`src/rtl/serial_mul_pkg.sv`:
```
// rtl/serial_mul_pkg.sv - shared constants, state encoding and width helpers for the serial multiplier
// Contents:
//   N_DEF      default operand width
//   state_e    controller state encoding (IDLE/RUN/DONE)
//   cnt_w()    bit counter width for a 2N-cycle run
//   carry_w()  column carry register width
package serial_mul_pkg;

  localparam int N_DEF = 4;

  typedef enum logic [1:0] {
    IDLE = 2'd0,
    RUN  = 2'd1,
    DONE = 2'd2
  } state_e;

  function automatic int cnt_w(input int n);
    return $clog2(2 * n);
  endfunction

  // ceil(log2(N)); kept at least one bit so tiny N still elaborates.
  function automatic int carry_w(input int n);
    return (n < 2) ? 1 : $clog2(n);
  endfunction

  localparam int CNT_W_DEF   = cnt_w(N_DEF);
  localparam int CARRY_W_DEF = carry_w(N_DEF);

endpackage

```
`src/rtl/serial_mul_ctrl_if.sv`:
```
// rtl/serial_mul_ctrl_if.sv - operand/product handshake bundle for serial_mul_ctrl
// Signals:
//   in_valid/in_ready/in_a/in_b   operand pair handshake (master -> controller)
//   out_valid/out_ready/out_prod  product handshake (controller -> master)
//   busy                          controller is running a multiply
// Modports: master = bus/register side, slave = controller.
interface serial_mul_ctrl_if
  import serial_mul_pkg::*;
#(
  parameter int N = N_DEF
) ();

  logic           in_valid;
  logic           in_ready;
  logic [N-1:0]   in_a;
  logic [N-1:0]   in_b;
  logic           out_valid;
  logic           out_ready;
  logic [2*N-1:0] out_prod;
  logic           busy;

  modport master (
    output in_valid, in_a, in_b, out_ready,
    input  in_ready, out_valid, out_prod, busy
  );

  modport slave (
    input  in_valid, in_a, in_b, out_ready,
    output in_ready, out_valid, out_prod, busy
  );

endinterface

```
`src/rtl/serial_mul_core.sv`:
```
// rtl/serial_mul_core.sv - bit-serial multiply datapath: s-bit history, AND/popcount column, carry
// Ports:
//   clock, reset  rising-edge clock, synchronous active-high reset
//   clr           clear history and carry (start of a new product)
//   en            advance one column
//   s_bit         serial multiplicand bit for this column
//   b             parallel multiplier, held for the whole run
//   p_bit         product bit for this column (combinational)
// Requires N >= 2.
module serial_mul_core
  import serial_mul_pkg::*;
#(
  parameter int N = N_DEF
) (
  input  logic         clock,
  input  logic         reset,
  input  logic         clr,
  input  logic         en,
  input  logic         s_bit,
  input  logic [N-1:0] b,
  output logic         p_bit
);

  localparam int CW = carry_w(N);
  localparam int SW = CW + 1;

  // hist_q[j-1] holds s_{k-j}: the multiplicand bits seen j columns ago.
  logic [N-2:0]  hist_q;
  logic [CW-1:0] carry_q;
  logic [SW-1:0] column;

  always_comb begin
    column = SW'(carry_q);
    column = column + SW'(b[0] & s_bit);
    for (int j = 1; j < N; j++) begin
      column = column + SW'(b[j] & hist_q[j-1]);
    end
  end

  assign p_bit = column[0];

  always_ff @(posedge clock) begin
    if (reset || clr) begin
      hist_q  <= '0;
      carry_q <= '0;
    end else if (en) begin
      carry_q <= column[SW-1:1];
      hist_q  <= (hist_q << 1) | (N-1)'(s_bit);
    end
  end

endmodule

```
`src/rtl/serial_mul_ctrl.sv`:
```
// rtl/serial_mul_ctrl.sv - sequencing controller for the bit-serial multiplier
// Ports:
//   clock, reset  rising-edge clock, synchronous active-high reset
//   bus           serial_mul_ctrl_if.slave: operand and product handshakes, busy
// Accepts operands, runs 2N serial columns (multiplicand LSB-first, then N
// zero columns to flush the carry), and holds the 2N-bit product until taken.
module serial_mul_ctrl
  import serial_mul_pkg::*;
#(
  parameter int N = N_DEF
) (
  input  logic                clock,
  input  logic                reset,
  serial_mul_ctrl_if.slave    bus
);

  localparam int              CNTW = cnt_w(N);
  localparam logic [CNTW-1:0] LAST = CNTW'(2 * N - 1);

  state_e           state_q;
  logic [N-1:0]     a_q;
  logic [N-1:0]     b_q;
  logic [2*N-1:0]   p_q;
  logic [CNTW-1:0]  cnt_q;
  logic             out_valid_q;
  logic             busy_q;

  logic in_ready;
  logic accept;
  logic s_bit;
  logic p_bit;
  logic core_en;

  // Combinational from out_ready so a DONE->RUN hand-over costs no bubble.
  assign in_ready = (state_q == IDLE) || ((state_q == DONE) && bus.out_ready);
  assign accept   = bus.in_valid && in_ready;
  assign core_en  = (state_q == RUN);
  // Upper N columns feed zeros so the remaining carry drains into P.
  assign s_bit    = (cnt_q < CNTW'(N)) ? a_q[0] : 1'b0;

  serial_mul_core #(.N(N)) u_core (
    .clock (clock),
    .reset (reset),
    .clr   (accept),
    .en    (core_en),
    .s_bit (s_bit),
    .b     (b_q),
    .p_bit (p_bit)
  );

  always_ff @(posedge clock) begin
    if (reset) begin
      state_q     <= IDLE;
      a_q         <= '0;
      b_q         <= '0;
      p_q         <= '0;
      cnt_q       <= '0;
      out_valid_q <= 1'b0;
      busy_q      <= 1'b0;
    end else if (accept) begin
      // Reachable from IDLE, or from DONE while the product is being taken.
      state_q     <= RUN;
      a_q         <= bus.in_a;
      b_q         <= bus.in_b;
      cnt_q       <= '0;
      out_valid_q <= 1'b0;
      busy_q      <= 1'b1;
    end else begin
      case (state_q)
        IDLE: ;
        RUN: begin
          a_q   <= a_q >> 1;
          p_q   <= {p_bit, p_q[2*N-1:1]};
          cnt_q <= cnt_q + 1'b1;
          if (cnt_q == LAST) begin
            state_q     <= DONE;
            out_valid_q <= 1'b1;
            busy_q      <= 1'b0;
          end
        end
        DONE: begin
          if (bus.out_ready) begin
            state_q     <= IDLE;
            out_valid_q <= 1'b0;
          end
        end
        default: begin
          state_q     <= IDLE;
          out_valid_q <= 1'b0;
          busy_q      <= 1'b0;
        end
      endcase
    end
  end

  assign bus.in_ready  = in_ready;
  assign bus.out_valid = out_valid_q;
  assign bus.out_prod  = p_q;
  assign bus.busy      = busy_q;

endmodule
```
`src/flat_wrapper.sv`:
```
// flat-port wrapper written by rule: the top's interface ports become plain ports
module serial_mul_ctrl_flat import serial_mul_pkg::*;
#(
  parameter int N = N_DEF
)
  (clock, reset, bus_in_valid, bus_in_a, bus_in_b, bus_out_ready, bus_in_ready, bus_out_valid, bus_out_prod, bus_busy);
  serial_mul_ctrl_if #(.N(N)) bus_i ();
  input  logic clock;
  input  logic reset;
  input wire logic [$bits(bus_i.in_valid)-1:0] bus_in_valid;
  input wire logic [$bits(bus_i.in_a)-1:0] bus_in_a;
  input wire logic [$bits(bus_i.in_b)-1:0] bus_in_b;
  input wire logic [$bits(bus_i.out_ready)-1:0] bus_out_ready;
  output wire logic [$bits(bus_i.in_ready)-1:0] bus_in_ready;
  output wire logic [$bits(bus_i.out_valid)-1:0] bus_out_valid;
  output wire logic [$bits(bus_i.out_prod)-1:0] bus_out_prod;
  output wire logic [$bits(bus_i.busy)-1:0] bus_busy;
  assign bus_i.in_valid = bus_in_valid;
  assign bus_i.in_a = bus_in_a;
  assign bus_i.in_b = bus_in_b;
  assign bus_i.out_ready = bus_out_ready;
  assign bus_in_ready = bus_i.in_ready;
  assign bus_out_valid = bus_i.out_valid;
  assign bus_out_prod = bus_i.out_prod;
  assign bus_busy = bus_i.busy;
  serial_mul_ctrl #(.N(N)) u_core (.clock(clock), .reset(reset), .bus(bus_i));
endmodule
```
`config.mk`:
```
export PLATFORM = sky130hd
export DESIGN_NAME = serial_mul_ctrl_flat
export DESIGN_NICKNAME = d
export VERILOG_FILES = /design/src/rtl/serial_mul_pkg.sv /design/src/rtl/serial_mul_ctrl_if.sv /design/src/rtl/serial_mul_core.sv /design/src/rtl/serial_mul_ctrl.sv /design/src/flat_wrapper.sv
export SDC_FILE = /design/constraint.sdc
export NUM_CORES = 1
export LEC_CHECK = 0
export BUFFER_PORTS_ARGS = -buffer_cell sky130_fd_sc_hd__buf_2
export CAP_MARGIN = 20
export CORE_ASPECT_RATIO = 1.1
export CORE_MARGIN = 1.5
export CORE_UTILIZATION = 53
export DETAILED_ROUTE_END_ITERATION = 6
export GPL_TIMING_DRIVEN = 0
export PLACE_DENSITY_LB_ADDON = 0.05
export SLEW_MARGIN = 20
export SYNTH_ARGS = -nofsm -noshare
export SYNTH_HDL_FRONTEND = slang
export SYNTH_HIERARCHICAL = 1
export SYNTH_SLANG_ARGS = --single-unit
```
`constraint.sdc`:
```
create_clock -name clock -period 3.2 [get_ports clock]
set_input_delay 0.32 -clock clock [delete_from_list [all_inputs] [get_ports clock]]
set_output_delay 0.32 -clock clock [all_outputs]
set_load 0.02 [all_outputs]
```
Word level (Yosys, flattened, before mapping)
Cells that the tools add are included.
{"block": "totals", "word_cells": 57, "ff_bits": 28}
{"block": "classes", "bitwise_logic": 7, "addsub": 5, "n_reduce_logical": 12, "n_eq_ne": 9, "n_lt_le_gt_ge": 1, "n_mux": 13}
{"operator": "3-bit by 1-bit adder with 3-bit output", "n": 3}
{"operator": "4-bit 2-to-1 mux", "n": 2}
{"operator": "1-bit 2-to-1 mux", "n": 6}
{"operator": "2-bit inequality test, second input constant", "n": 3}
{"operator": "2-bit one-hot mux with 3 select lines", "n": 1}
{"operator": "3-bit AND reduction", "n": 2}
{"operator": "1-bit bitwise AND", "n": 4}
{"operator": "2-bit 2-to-1 mux", "n": 2}
{"operator": "2-bit AND reduction", "n": 2}
{"operator": "2-bit OR reduction", "n": 2}
{"operator": "2-bit by 3-bit adder with 3-bit output", "n": 1}
{"operator": "3-bit by 1-bit adder with 3-bit output, second input constant", "n": 1}
{"operator": "3-bit == test, second input constant", "n": 1}
{"operator": "3-bit < comparator, second input constant", "n": 1}
{"operator": "3-bit by 2-bit inequality test with 1-bit output, second input constant", "n": 1}
{"operator": "3-bit inequality test, second input constant", "n": 1}
{"operator": "3-bit by 1-bit bitwise OR with 3-bit output", "n": 1}
{"operator": "1-bit one-hot mux with 3 select lines", "n": 1}
{"operator": "2-bit by 1-bit == test with 1-bit output, second input constant", "n": 1}
{"operator": "2-bit == test, second input constant", "n": 1}
{"operator": "1-bit logical AND", "n": 2}
{"operator": "2-bit logical NOT", "n": 1}
{"operator": "1-bit logical OR", "n": 2}
{"operator": "2-bit by 1-bit inequality test with 1-bit output, second input constant", "n": 1}
{"operator": "other kinds (3)", "n": 4}

Longest topological paths before layout
Gate-level depths: netlist (run 1).
{"block": "logic_depth", "depth_word": 7, "mapped_depth": 8}

Cells and area by module
The synthesis (run 1) kept the hierarchy.
{"mod": "serial_mul_ctrl", "n_inst": 1, "area_each_um2": 912.1, "cells_per_inst": 105}
{"mod": "serial_mul_core", "n_inst": 1, "area_each_um2": 277.8, "cells_per_inst": 26}

Worst setup path after synthesis (run 1)
No wires, ideal clock.
{"block": "synth_path", "path_type": "register to register", "startpoint": "reg u_core.a_q[0]", "endpoint": "reg u_core.u_core.carry_q[0]", "period_less_slack_ns": 2.211, "path_slack_ns": 0.989, "arrival_ns": 2.093, "path_buffers": 0, "stages_incl_launch_ff": 9, "path_cell_list": "dfxtp_1 -> nor2b_1 -> nand2_1 -> fa_1 -> inv_1 -> fa_1 -> fa_1 -> mux2i_1 -> nor3_1"}
{"block": "synth_via", "elab_chain_cells": 6}
{"item": "start: declaration", "line_no": "serial_mul_ctrl.sv:21", "rtl": "logic [N-1:0] a_q;"}
{"item": "start signal: assignment", "line_no": "serial_mul_ctrl.sv:63", "rtl": "a_q <= bus.in_a;"}
{"item": "start signal: assignment", "line_no": "serial_mul_ctrl.sv:72", "rtl": "a_q <= a_q >> 1;"}
{"item": "1-bit 2-to-1 mux", "line_no": "serial_mul_ctrl.sv:39", "rtl": "assign s_bit = (cnt_q < CNTW'(N)) ? a_q[0] : 1'b0;"}
{"item": "via u_core.s_bit", "line_no": "serial_mul_ctrl.sv:30", "rtl": "logic s_bit;"}
{"item": "1-bit bitwise AND", "line_no": "serial_mul_core.sv:34", "rtl": "column = column + SW'(b[0] & s_bit);"}
{"item": "2-bit by 3-bit adder with 3-bit output", "line_no": "serial_mul_core.sv:34"}
{"item": "3-bit by 1-bit adder with 3-bit output (3 in a row)", "line_no": "serial_mul_core.sv:36", "rtl": "column = column + SW'(b[j] & hist_q[j-1]);"}
{"item": "via u_core.u_core.column[1]", "line_no": "serial_mul_core.sv:30", "rtl": "logic [SW-1:0] column;"}
{"item": "end signal: assignment", "line_no": "serial_mul_core.sv:47", "rtl": "carry_q <= column[SW-1:1];"}
{"item": "end: declaration", "line_no": "serial_mul_core.sv:29", "rtl": "logic [CW-1:0] carry_q;"}
The timed path passes the listed nets, and every way through them passes these cells.
A chain may end at the register's enable or synchronous reset.

Final worst setup path (run 1)
Same ends and word-level chain as after synthesis.

==> impl_metrics.ini, run 1 <==
[status]
status = finished, final reports clean

[detailed_routing]
drc = 0
avgViaCountPerCell = 5.23
dr.pass1.iters = 4
vias = 967
wire_per_inst_um = 12.2
routed.top_layer = met4
route.met3.wl_um = 74
wl_met2_um = 1090
drt-met1-wl_um = 1070
drt_iter0_drc = 9
wl_um = 2260
ant_nets = 0

[power_and_ir_drop]
internal-power_w = 0.000428
p_per_area_mw_per_mm2 = 420
vdd_drop_max_uv = 368
pwr-share-comb_pct = 13.0
p_sw_share_pct = 25.2
power.switching_w = 0.000144
p_seq_share_pct = 61.9
clkPwrFrac_pct = 25.1
leakagePower_nw = 0.562

[grt]
antenna_found_initial = 0
grt_use_total_pct = 20.9
grt_pass1_vias = 901
grt_pass1_wl_um = 3820
grt_overflow_total = 0
grt_max_degree = 15

[yosys]
yosys.area.top_type = dfxtp_1
ys_seq_elements = 27
synth_edf_count = 0
synthFlopType = dfxtp_1
syn_inst = 131
synth_nets = 148
syn_avg_cell_area_um2 = 9.08
yosysMostFrequentCell = dfxtp_1
synthDistinctLibCells = 26
synthArstFlopShare_pct = 0
yosysWarnings = 6
synth.cell_area_mm2 = 0.00119
ys_seq_area_share_pct = 45.4
synth_top_area_share_pct = 45.4
synth_area_leaders = dfxtp_1 (45%), nand2_1 (7.9%), a21oi_1 (6.7%)
yosys-top-cells-count = dfxtp_1 (27), nand2_1 (25), a21oi_1 (16)

[place]
place_congestion = 0.781
hpwl_um = 1710
port-buffer-count = 22

[clock_network]
clockRootBuffer = clkbuf_4
cts_resized = 0
ctsHtreeMaxLevel = 1
cts_tree = built
clk_pin_slew_worst_paths_ps = 140
cts_buffer_depth = 2
cts_sinks = 27
clkLatencyLatePin_ps = 320
post_cts_buffers = 0
ctsHoldBuffers = 0
cts_buffers = 3

[floorplanning]
start_util_pct = 57.7
dieArea_mm2 = 0.00254
boundaryPins = 23
fp-row-count = 17
dieWidth_um = 48.2
core_area_mm2 = 0.00206
die_y_um = 52.7

[layout]
nets = 175
diodes = 0
n_fill_cell = 192
final_util_pct = 66.0
syn2layout_area_growth_pct = 14.4
seq_area_um2 = 541
multi_input_area_um2 = 572
drive_gt1_share_pct = 22.3

[timing]
max_freq_mhz = 429
layout_min_cycle_time_ps = 2330
slew_viol_final = 0
setup-tns-final_ps = 0
worst_slew_pin_slew_ps = 462
setup_violations = 0
period_share_pct = 72.9
final_hold_viol_count = 0
rsz0062_at_grt = no
fin_skew_ps = 1.40
relSlewSlack_pct = 69.2

[worst_hold_path]
hp-class = primary input to register
hp-start = bus_in_a[3]

[setup_path]
crit_arrival_ps = 2590
crit_type = register to register
critPathLaunchType = register
critPathMaxFanout = 2
end_kind = register
crit_start = u_core/a_q[0]
cp.required_ps = 3450
r2r-start = u_core/a_q[0]

[job]
maxCapViolCount = 0
-- critical path: stages (launching register included) --
cell,delay [ps]
dfxtp_1,350
nor2b_1,170
nand2_1,100
fa_1,510
inv_1,50
fa_1,430
fa_1,490
mux2i_1,70
nor3_1,110
-- worst paths after layout --
check / end / slack (ps) / cells past startpoint
setup / recovery: u_core/u_core/carry_q[0] / 870 / 8
hold / removal: u_core/a_q[3] / 230 / 3
setup reg to reg: u_core/u_core/carry_q[0] / 870 / 8
hold reg to reg: u_core/bus.out_prod[0] / 470 / 2
-- state kept, by name, indices dropped and copies added, names as in the netlist --
signal and flops:
u_core/u_core/carry_q 2, u_core/a_q 4, u_core/bus.out_valid 1, u_core/bus.busy 1, u_core/u_core/hist_q 3, u_core/cnt_q 3, u_core/b_q 4, u_core/state_q 1
u_core/bus.out_prod 8
-- area by class of cell --
cell class / instances / area share [%]
tap: 28 / 2.57
timing repair buffer: 22 / 8.09
clock buffer: 4 / 1.93
multi-input combinational: 92 / 42.0
buffer: 7 / 4.23
sequential: 27 / 39.7
inverter: 5 / 1.47
-- cell usage in the layout, fill, tap and decap left out, types with 2 or more instances in the layout --
cell,count
inv_1,3
a311oi_1,3
buf_2,23
dfxtp_1,27
mux2i_1,7
a21oi_1,16
nand2_1,25
o21ai_0,4
buf_6,4
and2_1,2
clkbuf_1,3
nor3_1,12
nand2b_1,3
fa_1,3
nor2b_1,3
nand3_1,5
clkbuf_4,3
ha_1,2
-- routing by layer --
layer,vias up,GRT usage [%]
met4,0,6.76
met3,4,3.45
met1,449,27.2
met5,-,0
met2,21,34.2
li1,493,-
-- power groups by stage --
stage                logic, W  clock network [W]  registers, W
global route        0.0000817           0.000161      0.000356
CTS                 0.0000748           0.000150      0.000354
floorplan           0.0000516                  0      0.000361
finish              0.0000742           0.000144      0.000354
detailed placement  0.0000745                  0      0.000362
global placement    0.0000727                  0      0.000361
-- logic make-up after synthesis --
group	count (synthesis)	synth area share, %
AO/OA/AOI/OAI	25	11.9
XOR/XNOR	1	0.736
buffers and inverters	12	6.52
flip-flops	27	45.4
adder cells (fa/ha/maj)	5	7.15
AND/OR/NAND/NOR	54	22.4
multiplexers	7	5.89
-- metrics by stage --
step                      hold WS, ps  area, um2  total power, W  instances  worst slack, ps
final                             234       1360        0.000572        185              867
after global placement            439       1340        0.000434        181              893
after global routing              225       1360        0.000599        185              665
after floorplan                   392       1190        0.000413        131              989
after CTS                         229       1360        0.000579        185              858
after detailed placement          453       1340        0.000436        181              884
Note: power is estimated with default switching activity, not from simulation.
==> run 2: changes to the inputs <==
Clock period 3.2 ns to 2.3 ns, I/O delays scaled along.
==> impl_metrics.ini, run 2 (synthesis results as in run 1) <==
[layout]
n_fill_cell = 188
multi_input_area_um2 = 584
drive_gt1_share_pct = 25.5
layout_common_cells = dfxtp_1 (25), nand2_1 (24), buf_2 (23)
seq_area_um2 = 543
fin_cells = 185
final_common_cell = dfxtp_1
nets = 175
diodes = 0
largest_reg_flops = 8
syn2layout_area_growth_pct = 15.7

[setup_path]
path_delay_family = adder cells
path_common_cell = fa_1
crit_start = u_core/a_q[0]
critPathLaunchType = register
crit_chain = nor2b_4 > nand2_2 > fa_1 > inv_1 > fa_2 > fa_1 > mux2i_1 > nor3_1
critPathMaxFanout = 2
end_kind = register
r2r_slack_ps = 80
cp.required_ps = 2560
reg2reg_depth = 8
rr_endpoint = u_core/u_core/carry_q[0]
crit_arrival_ps = 2480
cp_slowest_cell = fa_1
r2r-start = u_core/a_q[0]
slowest_delay_ps = 500
critPathBufInv = 1
crit_type = register to register

[timing]
setup_violations = 0
final_hold_viol_count = 0
period_share_pct = 96.6
relSlewSlack_pct = 70.1
fin_skew_ps = 2.04
setup_slack_ps = 78.9
worst_slew_pin_slew_ps = 448
slew_viol_final = 0
max_freq_mhz = 450
rsz0062_at_grt = yes
layout_min_cycle_time_ps = 2220

[floorplanning]
dieArea_mm2 = 0.00254
core_area_mm2 = 0.00206
die_y_um = 52.7
fp-row-count = 17
boundaryPins = 23
start_util_pct = 57.7
dieWidth_um = 48.2

[detailed_routing]
dr.pass1.iters = 4
ant_nets = 0
drc = 0
vias = 979
drt_iter0_drc = 12
wl_um = 2260
wire_per_inst_um = 12.2
avgViaCountPerCell = 5.29

[clock_network]
cts_buffer_depth = 2
cts_tree = built
clockRootBuffer = clkbuf_4
clkLatencyLatePin_ps = 320
cts_sinks = 27
clk_pin_slew_worst_paths_ps = 140
ctsHoldBuffers = 0
cts_buffers = 3
ctsHtreeMaxLevel = 1

[worst_hold_path]
hp-start = bus_in_a[3]
holdPathEnd = u_core/a_q[3]
hp-class = primary input to register
hold_path_depth = 3

[grt]
grt_pass1_wl_um = 3810
grt_max_degree = 15
grt_overflow_total = 0
grt_use_total_pct = 20.9
antenna_found_initial = 0
grt_pass1_vias = 902

[status]
status = finished, final reports clean

[power_and_ir_drop]
p_per_area_mw_per_mm2 = 581
leakagePower_nw = 0.562
power.switching_w = 0.000202
p_sw_share_pct = 25.3
p_seq_share_pct = 61.7
internal-power_w = 0.000597
clkPwrFrac_pct = 25.1
vdd_drop_max_uv = 508
pwr-share-comb_pct = 13.2

[job]
maxCapViolCount = 0

[place]
hpwl_um = 1710
place_congestion = 0.781
dp_slack_ps = -16.2
port-buffer-count = 22
dp_cells = 181
## run 2: final cells by class
| cell class | count | share of cell area, % |
|---|---|---|
| timing repair buffer | 22 | 8.00 |
| tap | 28 | 2.55 |
| sequential | 27 | 39.5 |
| clock buffer | 4 | 1.91 |
| multi-input combinational | 92 | 42.5 |
| inverter | 5 | 1.45 |
| buffer | 7 | 4.18 |
## run 2: how the worst max path moves through the flow
stage | end | slack [ps] | cells after the start
floorplan | u_core/u_core/carry_q[0] | 90 | 8
global placement | u_core/u_core/carry_q[0] | -7 | 8
detailed placement | u_core/u_core/carry_q[0] | -20 | 8
CTS | u_core/u_core/carry_q[0] | 50 | 8
global route | u_core/u_core/carry_q[0] | -90 | 8
finish | u_core/u_core/carry_q[0] | 80 | 8
## run 2: worst reg2reg max path, cell delays in order, from the launching register on
cell and delay, ps:
dfxtp_2 360, nor2b_4 150, nand2_2 70, fa_1 480, inv_1 50, fa_2 340
fa_1 500, mux2i_1 70, nor3_1 150
## run 2: routing by layer
| metal | wire length, um | vias to the layer above | GRT usage [%] | share of wire [%] |
|---|---|---|---|---|
| li1 | - | 496 | - | - |
| met1 | 1040 | 455 | 26.9 | 46 |
| met2 | 1100 | 24 | 34.2 | 49 |
| met3 | 87 | 4 | 3.45 | 3.8 |
| met4 | 32 | 0 | 6.76 | 1.4 |
| met5 | 0 | - | 0 | 0 |
## run 2: metrics by stage
| stage | utilization (%) | hold WS (ps) | TNS, ps | area, um2 | power [W] |
|---|---|---|---|---|---|
| floorplan | - | 302 | 0 | 1190 | 0.000575 |
| global placement | 64.7 | 439 | -6.63 | 1340 | 0.000604 |
| detailed placement | 64.7 | 453 | -16.2 | 1340 | 0.000607 |
| CTS | 66.3 | 139 | 0 | 1370 | 0.000806 |
| global route | 66.7 | 135 | -90.9 | 1380 | 0.000835 |
| finish | 66.7 | 145 | 0 | 1380 | 0.000799 |
## run 2: timing repair
action,4_1_cts,5_1_grt
buffers inserted,0,0
endpoints found under the hold margin,0,0
resized for setup,4,2
endpoints found under the setup margin,1,1
pin swaps,0,5
## run 2: power by group through the flow
stage / Combinational, W / Clock [W] / Sequential, W
6_report: 0.000105 / 0.000201 / 0.000493
5_1_grt: 0.000116 / 0.000224 / 0.000496
4_1_cts: 0.000104 / 0.000208 / 0.000493
3_5_place_dp: 0.000104 / 0 / 0.000503
3_3_place_gp: 0.000101 / 0 / 0.000503
2_1_floorplan: 0.0000719 / 0 / 0.000503
==> run 3: changes to the inputs <==
Settings changed: CELL_PAD_IN_SITES_DETAIL_PLACEMENT set to 1, CELL_PAD_IN_SITES_GLOBAL_PLACEMENT set to 1, CORE_UTILIZATION 53 to 40.
==> impl_metrics.ini, run 3 (synthesis results as in run 1) <==
[place]
dp_cells = 186
hpwl_um = 2000
place_congestion = 0.798
port-buffer-count = 22

[worst_hold_path]
hp-class = primary input to register

[layout]
syn2layout_area_growth_pct = 17.6
n_fill_cell = 344
final_util_pct = 49.9
fin_cells = 191
diodes = 0
drive_gt1_share_pct = 27.2
final_common_cell = dfxtp_1
largest_reg_flops = 8
nets = 176
layout_common_cells = dfxtp_1 (25), nand2_1 (24), buf_2 (23)

[job]
maxCapViolCount = 0

[grt]
grt_overflow_total = 0
grt_pass1_wl_um = 4480
antenna_found_initial = 0
grt_pass1_vias = 1004
grt_max_degree = 17
grt_use_total_pct = 19.0

[floorplanning]
fp-row-count = 20
start_util_pct = 42.5
core_area_mm2 = 0.00280
dieArea_mm2 = 0.00331
die_y_um = 60.2
dieWidth_um = 55
boundaryPins = 23

[timing]
setup-tns-final_ps = 0
worst_slew_pin_slew_ps = 507
relSlewSlack_pct = 66.2
max_freq_mhz = 454
layout_min_cycle_time_ps = 2200
setup_violations = 0
fin_skew_ps = 16.9
rsz0062_at_grt = no
final_hold_viol_count = 0
slew_viol_final = 0
period_share_pct = 95.7

[power_and_ir_drop]
leakagePower_nw = 0.569
p_per_area_mw_per_mm2 = 586
vdd_drop_max_uv = 301
p_total_w = 0.000820

[status]
status = finished, final reports clean

[clock_network]
clkLatencyLatePin_ps = 330
cts_tree = built
cts_buffer_depth = 2
clk_pin_slew_worst_paths_ps = 160
ctsHoldBuffers = 0
clockRootBuffer = clkbuf_4
cts_sinks = 27
cts_buffers = 3
ctsHtreeMaxLevel = 1

[detailed_routing]
drt_iter0_drc = 19
ant_nets = 0
wire_per_inst_um = 14.1
avgViaCountPerCell = 5.44
vias = 1039
wl_um = 2700
drc = 0
dr.pass1.iters = 4

[setup_path]
crit_arrival_ps = 2430
cp.required_ps = 2530
crit_type = register to register
critPathLaunchType = register
end_kind = register
critPathMaxFanout = 2
[run 3: cell count changes in the layout (fill, tap and decap cells not counted), sizes merged]
cell      delta
buf          +1
clkbuf       -1
clkinvlp     +1
[run 3: path summary, 6_finish.rpt]
kind                          startpoint                  endpoint  slack (ps)  cells after the start
setup reg to reg           u_core/a_q[0]  u_core/u_core/carry_q[0]         100                      8
hold / removal               bus_in_b[1]             u_core/b_q[1]         120                      3
setup / recovery           u_core/a_q[0]  u_core/u_core/carry_q[0]         100                      8
hold reg to reg   u_core/bus.out_prod[0]    u_core/bus.out_prod[0]         470                      2
[run 3: cell type report]
cell class                      count  area (um2)  share of cell area (%)
Clock inverter                      1        7.51                   0.537
Sequential cell                    27         543                    38.8
Timing Repair Buffer               23         118                    8.41
Inverter                            5        20.0                    1.43
Multi-Input combinational cell     92         589                    42.1
Buffer                              7        57.6                    4.11
Clock buffer                        3        22.5                    1.61
Tap cell                           33        41.3                    2.95
[run 3: per-layer routing]
layer | GRT usage (%) | up-vias | routed length [um]
met3 | 3.25 | 2 | 78
met1 | 23.3 | 522 | 1200
li1 | - | 497 | -
met2 | 32.0 | 18 | 1410
met5 | 0 | - | 0
met4 | 8.01 | 0 | 17
[run 3: what timing repair did]
item | CTS | global route
resized for setup | 6 | 1
pin swaps | 3 | 2
setup buffers | 1 | 0
endpoints found under the setup margin | 2 | 1
[run 3: worst max-delay path, stage by stage (launching register included)]
cell and delay (ps):
dfxtp_2 350, nor2b_4 150, nand2_2 70, fa_1 480, inv_1 50, fa_2 330
fa_1 430, mux2i_1 190, nor3_2 60
[run 3: metrics by stage]
| step | area (um2) | setup slack (ps) | hold WS, ps |
|---|---|---|---|
| 4_1_cts | 1390 | 20.7 | 114 |
| 3_3_place_gp | 1340 | -30.6 | 440 |
| 6_report | 1400 | 98.4 | 123 |
| 2_1_floorplan | 1190 | 89.3 | 302 |
| 3_5_place_dp | 1340 | -118 | 455 |
| 5_1_grt | 1400 | 24.7 | 97.4 |
[run 3: power breakdown]
part / total [W] / internal (W) / switching (W)
registers: 0.000494 / 0.000484 / 0.0000104
clock network: 0.000216 / 0.0000665 / 0.000149
logic: 0.000110 / 0.0000477 / 0.0000627
total: 0.000820 / 0.000598 / 0.000222
